<file path="src/rtl/npu_dot_engine.sv">
`default_nettype none
// ============================================================================
// Module      : npu_dot_engine
// Description : Signed dot-product engine. It fetches two vectors from external
//               synchronous RAMs and accumulates their products in full
//               precision. It then adds a bias, shifts, applies an optional
//               ReLU and saturates the result. The result is held under a
//               valid/ready handshake.
// Revision    : 1.0 - initial release
// ============================================================================
module npu_dot_engine #(
  parameter int DATA_W = 8,
  parameter int ADDR_W = 4,
  parameter int ACC_W  = 24,
  parameter int OUT_W  = 8
) (
  input  logic                     clk,
  input  logic                     rst,
  input  logic                     start,
  input  logic [ADDR_W:0]          vec_len,
  input  logic [ADDR_W-1:0]        feat_base,
  input  logic [ADDR_W-1:0]        wgt_base,
  input  logic signed [DATA_W-1:0] bias,
  input  logic [3:0]               out_shift,
  input  logic                     relu_en,
  output logic                     mem_rd_en,
  output logic [ADDR_W-1:0]        feat_addr,
  output logic [ADDR_W-1:0]        wgt_addr,
  input  logic signed [DATA_W-1:0] feat_rdata,
  input  logic signed [DATA_W-1:0] wgt_rdata,
  output logic signed [OUT_W-1:0]  result_out,
  output logic                     result_valid,
  input  logic                     result_ready,
  output logic                     busy,
  output logic                     sat_flag
);

  // The accumulator must hold 2^ADDR_W worst-case products plus the bias
  // without wrapping, and must be at least as wide as the result.
  if (ACC_W < 2*DATA_W + ADDR_W + 1 || ACC_W < OUT_W) begin : g_acc_w_check
    $error("npu_dot_engine: ACC_W too small for DATA_W/ADDR_W/OUT_W");
  end

  localparam int PROD_W = 2*DATA_W;

  localparam logic [2:0] S_IDLE   = 3'd0;
  localparam logic [2:0] S_FETCH  = 3'd1;
  localparam logic [2:0] S_DRAIN  = 3'd2;
  localparam logic [2:0] S_FINISH = 3'd3;
  localparam logic [2:0] S_HOLD   = 3'd4;

  localparam logic [ADDR_W:0]   MAX_LEN  = {1'b1, {ADDR_W{1'b0}}};
  localparam logic [ADDR_W:0]   CNT_ONE  = {{ADDR_W{1'b0}}, 1'b1};
  localparam logic [ADDR_W-1:0] ADDR_ONE = {{(ADDR_W-1){1'b0}}, 1'b1};

  localparam logic signed [ACC_W-1:0] SAT_HI =
    {{(ACC_W-OUT_W+1){1'b0}}, {(OUT_W-1){1'b1}}};
  localparam logic signed [ACC_W-1:0] SAT_LO =
    {{(ACC_W-OUT_W+1){1'b1}}, {(OUT_W-1){1'b0}}};
  localparam logic signed [OUT_W-1:0] OUT_MAX = {1'b0, {(OUT_W-1){1'b1}}};
  localparam logic signed [OUT_W-1:0] OUT_MIN = {1'b1, {(OUT_W-1){1'b0}}};

  logic [2:0]               state;
  logic [2:0]               state_nxt;
  logic [ADDR_W:0]          len_q;
  logic [ADDR_W:0]          rd_cnt;
  logic [ADDR_W:0]          rd_cnt_inc;
  logic [ADDR_W:0]          len_clamped;
  logic signed [DATA_W-1:0] bias_q;
  logic [3:0]               shift_q;
  logic                     relu_q;
  logic                     rd_pending;
  logic signed [ACC_W-1:0]  acc;
  logic signed [PROD_W-1:0] prod;
  logic signed [ACC_W-1:0]  prod_ext;
  logic signed [ACC_W-1:0]  bias_ext;
  logic signed [ACC_W-1:0]  biased;
  logic signed [ACC_W-1:0]  shifted;
  logic signed [ACC_W-1:0]  rectified;
  logic signed [OUT_W-1:0]  res_sat;
  logic                     res_clip;

  assign len_clamped = (vec_len > MAX_LEN) ? MAX_LEN : vec_len;
  assign rd_cnt_inc  = rd_cnt + CNT_ONE;

  assign prod      = feat_rdata * wgt_rdata;
  assign prod_ext  = {{(ACC_W-PROD_W){prod[PROD_W-1]}}, prod};
  assign bias_ext  = {{(ACC_W-DATA_W){bias_q[DATA_W-1]}}, bias_q};
  assign biased    = acc + bias_ext;
  assign shifted   = biased >>> shift_q;

  // State register
  always_ff @(posedge clk) begin
    if (rst) begin
      state <= S_IDLE;
    end else begin
      state <= state_nxt;
    end
  end

  // Next-state decode; the last read cycle is the one whose count reaches len_q
  always_comb begin
    state_nxt = state;
    case (state)
      S_IDLE:   if (start) state_nxt = (len_clamped == '0) ? S_DRAIN : S_FETCH;
      S_FETCH:  if (rd_cnt_inc == len_q) state_nxt = S_DRAIN;
      S_DRAIN:  state_nxt = S_FINISH;
      S_FINISH: state_nxt = S_HOLD;
      S_HOLD:   if (result_valid && result_ready) state_nxt = S_IDLE;
      default:  state_nxt = S_IDLE;
    endcase
  end

  // State-decoded outputs
  always_comb begin
    mem_rd_en = (state == S_FETCH);
    busy      = (state != S_IDLE);
  end

  // ReLU then saturation of the shifted sum
  always_comb begin
    rectified = shifted;
    if (relu_q && shifted[ACC_W-1]) rectified = '0;
    res_sat  = rectified[OUT_W-1:0];
    res_clip = 1'b0;
    if (rectified > SAT_HI) begin
      res_sat  = OUT_MAX;
      res_clip = 1'b1;
    end else if (rectified < SAT_LO) begin
      res_sat  = OUT_MIN;
      res_clip = 1'b1;
    end
  end

  // Job latch, address generation, accumulation and result register
  always_ff @(posedge clk) begin
    if (rst) begin
      len_q        <= '0;
      rd_cnt       <= '0;
      bias_q       <= '0;
      shift_q      <= '0;
      relu_q       <= 1'b0;
      rd_pending   <= 1'b0;
      acc          <= '0;
      feat_addr    <= '0;
      wgt_addr     <= '0;
      result_out   <= '0;
      result_valid <= 1'b0;
      sat_flag     <= 1'b0;
    end else begin
      // Read data arrives one cycle after its strobe
      rd_pending <= mem_rd_en;
      if (rd_pending) acc <= acc + prod_ext;

      case (state)
        S_IDLE: begin
          if (start) begin
            len_q     <= len_clamped;
            bias_q    <= bias;
            shift_q   <= out_shift;
            relu_q    <= relu_en;
            acc       <= '0;
            rd_cnt    <= '0;
            feat_addr <= feat_base;
            wgt_addr  <= wgt_base;
          end
        end
        S_FETCH: begin
          rd_cnt    <= rd_cnt_inc;
          feat_addr <= feat_addr + ADDR_ONE;
          wgt_addr  <= wgt_addr + ADDR_ONE;
        end
        S_FINISH: begin
          result_out   <= res_sat;
          sat_flag     <= res_clip;
          result_valid <= 1'b1;
        end
        S_HOLD: begin
          if (result_valid && result_ready) result_valid <= 1'b0;
        end
        default: ;
      endcase
    end
  end

endmodule
`default_nettype wire

</file>
<file path="config.mk">
export PLATFORM = sky130hd
export DESIGN_NAME = npu_dot_engine
export DESIGN_NICKNAME = d
export VERILOG_FILES = /design/src/rtl/npu_dot_engine.sv
export SDC_FILE = /design/constraint.sdc
export NUM_CORES = 1
export LEC_CHECK = 0
export ABC_AREA = 1
export CORE_ASPECT_RATIO = 0.75
export CORE_UTILIZATION = 60
export DETAILED_ROUTE_END_ITERATION = 10
export DONT_BUFFER_PORTS = 1
export HOLD_SLACK_MARGIN = 0.03
export PLACE_DENSITY_LB_ADDON = 0.25
export SLEW_MARGIN = 20
export SYNTH_ARGS = -nofsm -noshare
export SYNTH_HDL_FRONTEND = slang
export SYNTH_SLANG_ARGS = --single-unit
</file>
<file path="constraint.sdc">
create_clock -name clk -period 12.4 [get_ports clk]
set_input_delay 3.1 -clock clk [delete_from_list [all_inputs] [get_ports clk]]
set_output_delay 3.1 -clock clk [all_outputs]
set_load 0.05 [all_outputs]
</file>
==> out/results.txt <==
outcome - completed
Worst Setup End Kind - flip-flop
core area - 16100 sq um
leading area contributor after synthesis - fa_1
placed instance count - 1624
Final HPWL DP - 19.8 mm
nets@finish - 1656
Synth Cell Area - 9950 sq um
M2 GR Usage - 0.458
RePlAce Congestion - 0.955
clock sinks - 69
DRC errors left - 0
clock root cell - clkbuf_16
post-synthesis register bit count - 69
max cap viols - 0
Final Hold Vio Count - 0
Worst path max stage delay - 550 ps
Pleak - 5.66 nW
Startpoint Class - input port
clk_skew - 9.10 ps
min Tclk post-route - 8320 ps
most common cell in the netlist - nand2_1
gr busiest metal - met2
R2R Setup Slk - 6880 ps
Avg WL per Cell - 14.5 um
final worst setup slack - 4080 ps
postcts setup bufs - 0
Max Fanout on Critical Path - 9
post-route ant nets - 0
relative slew slack - 0.325
worst slew pin tran - 1010 ps
final instance area - 10300 sq um
Distinct cells, synth - 48
latest clock arrival within the worst-skew pair - 350 ps
fin util - 0.640
hold slack - 465 ps
post-CTS resize count - 0
Post-synth EDFFs - 0
Area Growth Syn to Fin - 3.70%
initial drt markers - 723
chip width - 151 um
H-Tree Depth - 3
initial core utilization - 0.618
Critical Path AT - 8560 ps
TritonCTS clock tree - yes
most used cell, CP - fa_1
total power - 2.42 mW
Yosys warnings - 0
syn_area_per_cell - 6.81 sq um
fin crit share - 0.671
worst slack, placed - 3740 ps
VDD IR-drop max - 0.194 mV
vias in the first global route - 8670
first-pass GRT wire length - 41.2 mm
fraction of layout cells with a size suffix above 1 - 0.0462
Fin Setup TNS - 0 ps
first-pass detailed-route iteration total - 5
hold crit path type - reg2reg
top-area cell type share of the netlist area - 0.211
CP Class - in2reg
M3 GR Usage - 0.0708
Crit-path slowest cell - fa_1
DR vias - 9008
routed vias/inst - 5.49
total wire length - 23.8 mm
Clock Path Buffers - 2
synth cell count leaders - nand2_1, inv_1, nand3_1
largest net degree at the start of global routing - 32
Pwr Density - 234 nW/um^2
Final Max Tran Viols - 0
Cell Area, Placed - 10000 sq um
Synth Flop Type - dfxtp_1
cell count after synthesis - 1462
final antenna diode count - 0
cts hold-fix bufs - 0
FFs w/ async S/R, synth - 0
met1 Usage GRT - 0.451
die extent in y - 114 um
synthesized net count - 1693
initial antenna violation count - 0
die area - 17100 sq um
f_max - 0.120 GHz
# port buffers - 0
Req. time, crit path - 12640 ps
grt total ovfl - 0
Num CTS Buffers - 9
Area contributors post-synth - fa_1, dfxtp_1, nand2_1
GRT Total Usage - 0.305
sequential share of the synthesized area - 0.139
I/O pin total - 66
Setup-failing EPs final - 0
fin cells - 1640
num rows - 40
Clock Pin Slew Worst Setup and Hold Paths - 60 ps
RSZ-0062 raised after global routing - no
[placed cells by master, fill, tap and decap left out, drive strengths merged, types with 9 or more instances in the layout]
cell type	instances
a21oi	63
clkbuf	9
dfxtp	69
fa	105
ha	80
inv	286
nand2	380
nand3	172
nand4	11
nor2	103
o21ai	52
xnor2	14
xor2	20
[registers in the layout, summed over array words and instances (netlist names), 3 cells and up]
register and cells:
result_out 8, bias_q 8, wgt_addr 4, len_q 5, state 3, shift_q 4
feat_addr 4, rd_cnt 5, acc 24
[worst max-delay path: cells and delay by family]
| kind | cells | cell delay [ps] |
|---|---|---|
| and+or+nand+nor | 8 | 970 |
| buffers and inverters | 4 | 350 |
| adders and majority gates | 6 | 2840 |
| AOI/OAI and AO/OA | 7 | 1290 |
[cell families after synthesis]
logic type | count (synthesis) | share of synthesized area
simple gates | 684 | 0.302
buf+inv | 334 | 0.128
fa+ha+maj | 185 | 0.312
compound gates | 156 | 0.0893
flops | 69 | 0.139
xor+xnor | 34 | 0.0299
[power by group]
part           total [mW]  switching [mW]  internal (mW)
sequential          0.399           0.131          0.268
combinational        1.76            1.05          0.706
clock               0.265           0.122          0.143
[routing by layer]
| layer | up-vias | part of all wire |
|---|---|---|
| li1 | 4513 | - |
| met5 | - | 0 |
| met2 | 291 | 0.41 |
| met4 | 0 | 0.011 |
| met1 | 4180 | 0.48 |
| met3 | 24 | 0.090 |
[worst paths after layout]
check                                   from   endpoint  cells past startpoint
worst max-delay path            wgt_rdata[7]    acc[23]                     25
worst min-delay path               bias_q[2]  bias_q[2]                      2
worst max register to register        acc[4]    acc[22]                     29
worst min register to register     bias_q[2]  bias_q[2]                      2
[final cells by class]
class / instances / area (sq um)
Multi-Input combinational cell: 1059 / 7300
Fill cell: 1467 / 5800
Sequential cell: 69 / 1380
Inverter: 284 / 1070
Tap cell: 210 / 263
Clock buffer: 9 / 225
Clock inverter: 7 / 71.3
Timing Repair Buffer: 2 / 15.0
Note: power is estimated with default switching activity, not from simulation.
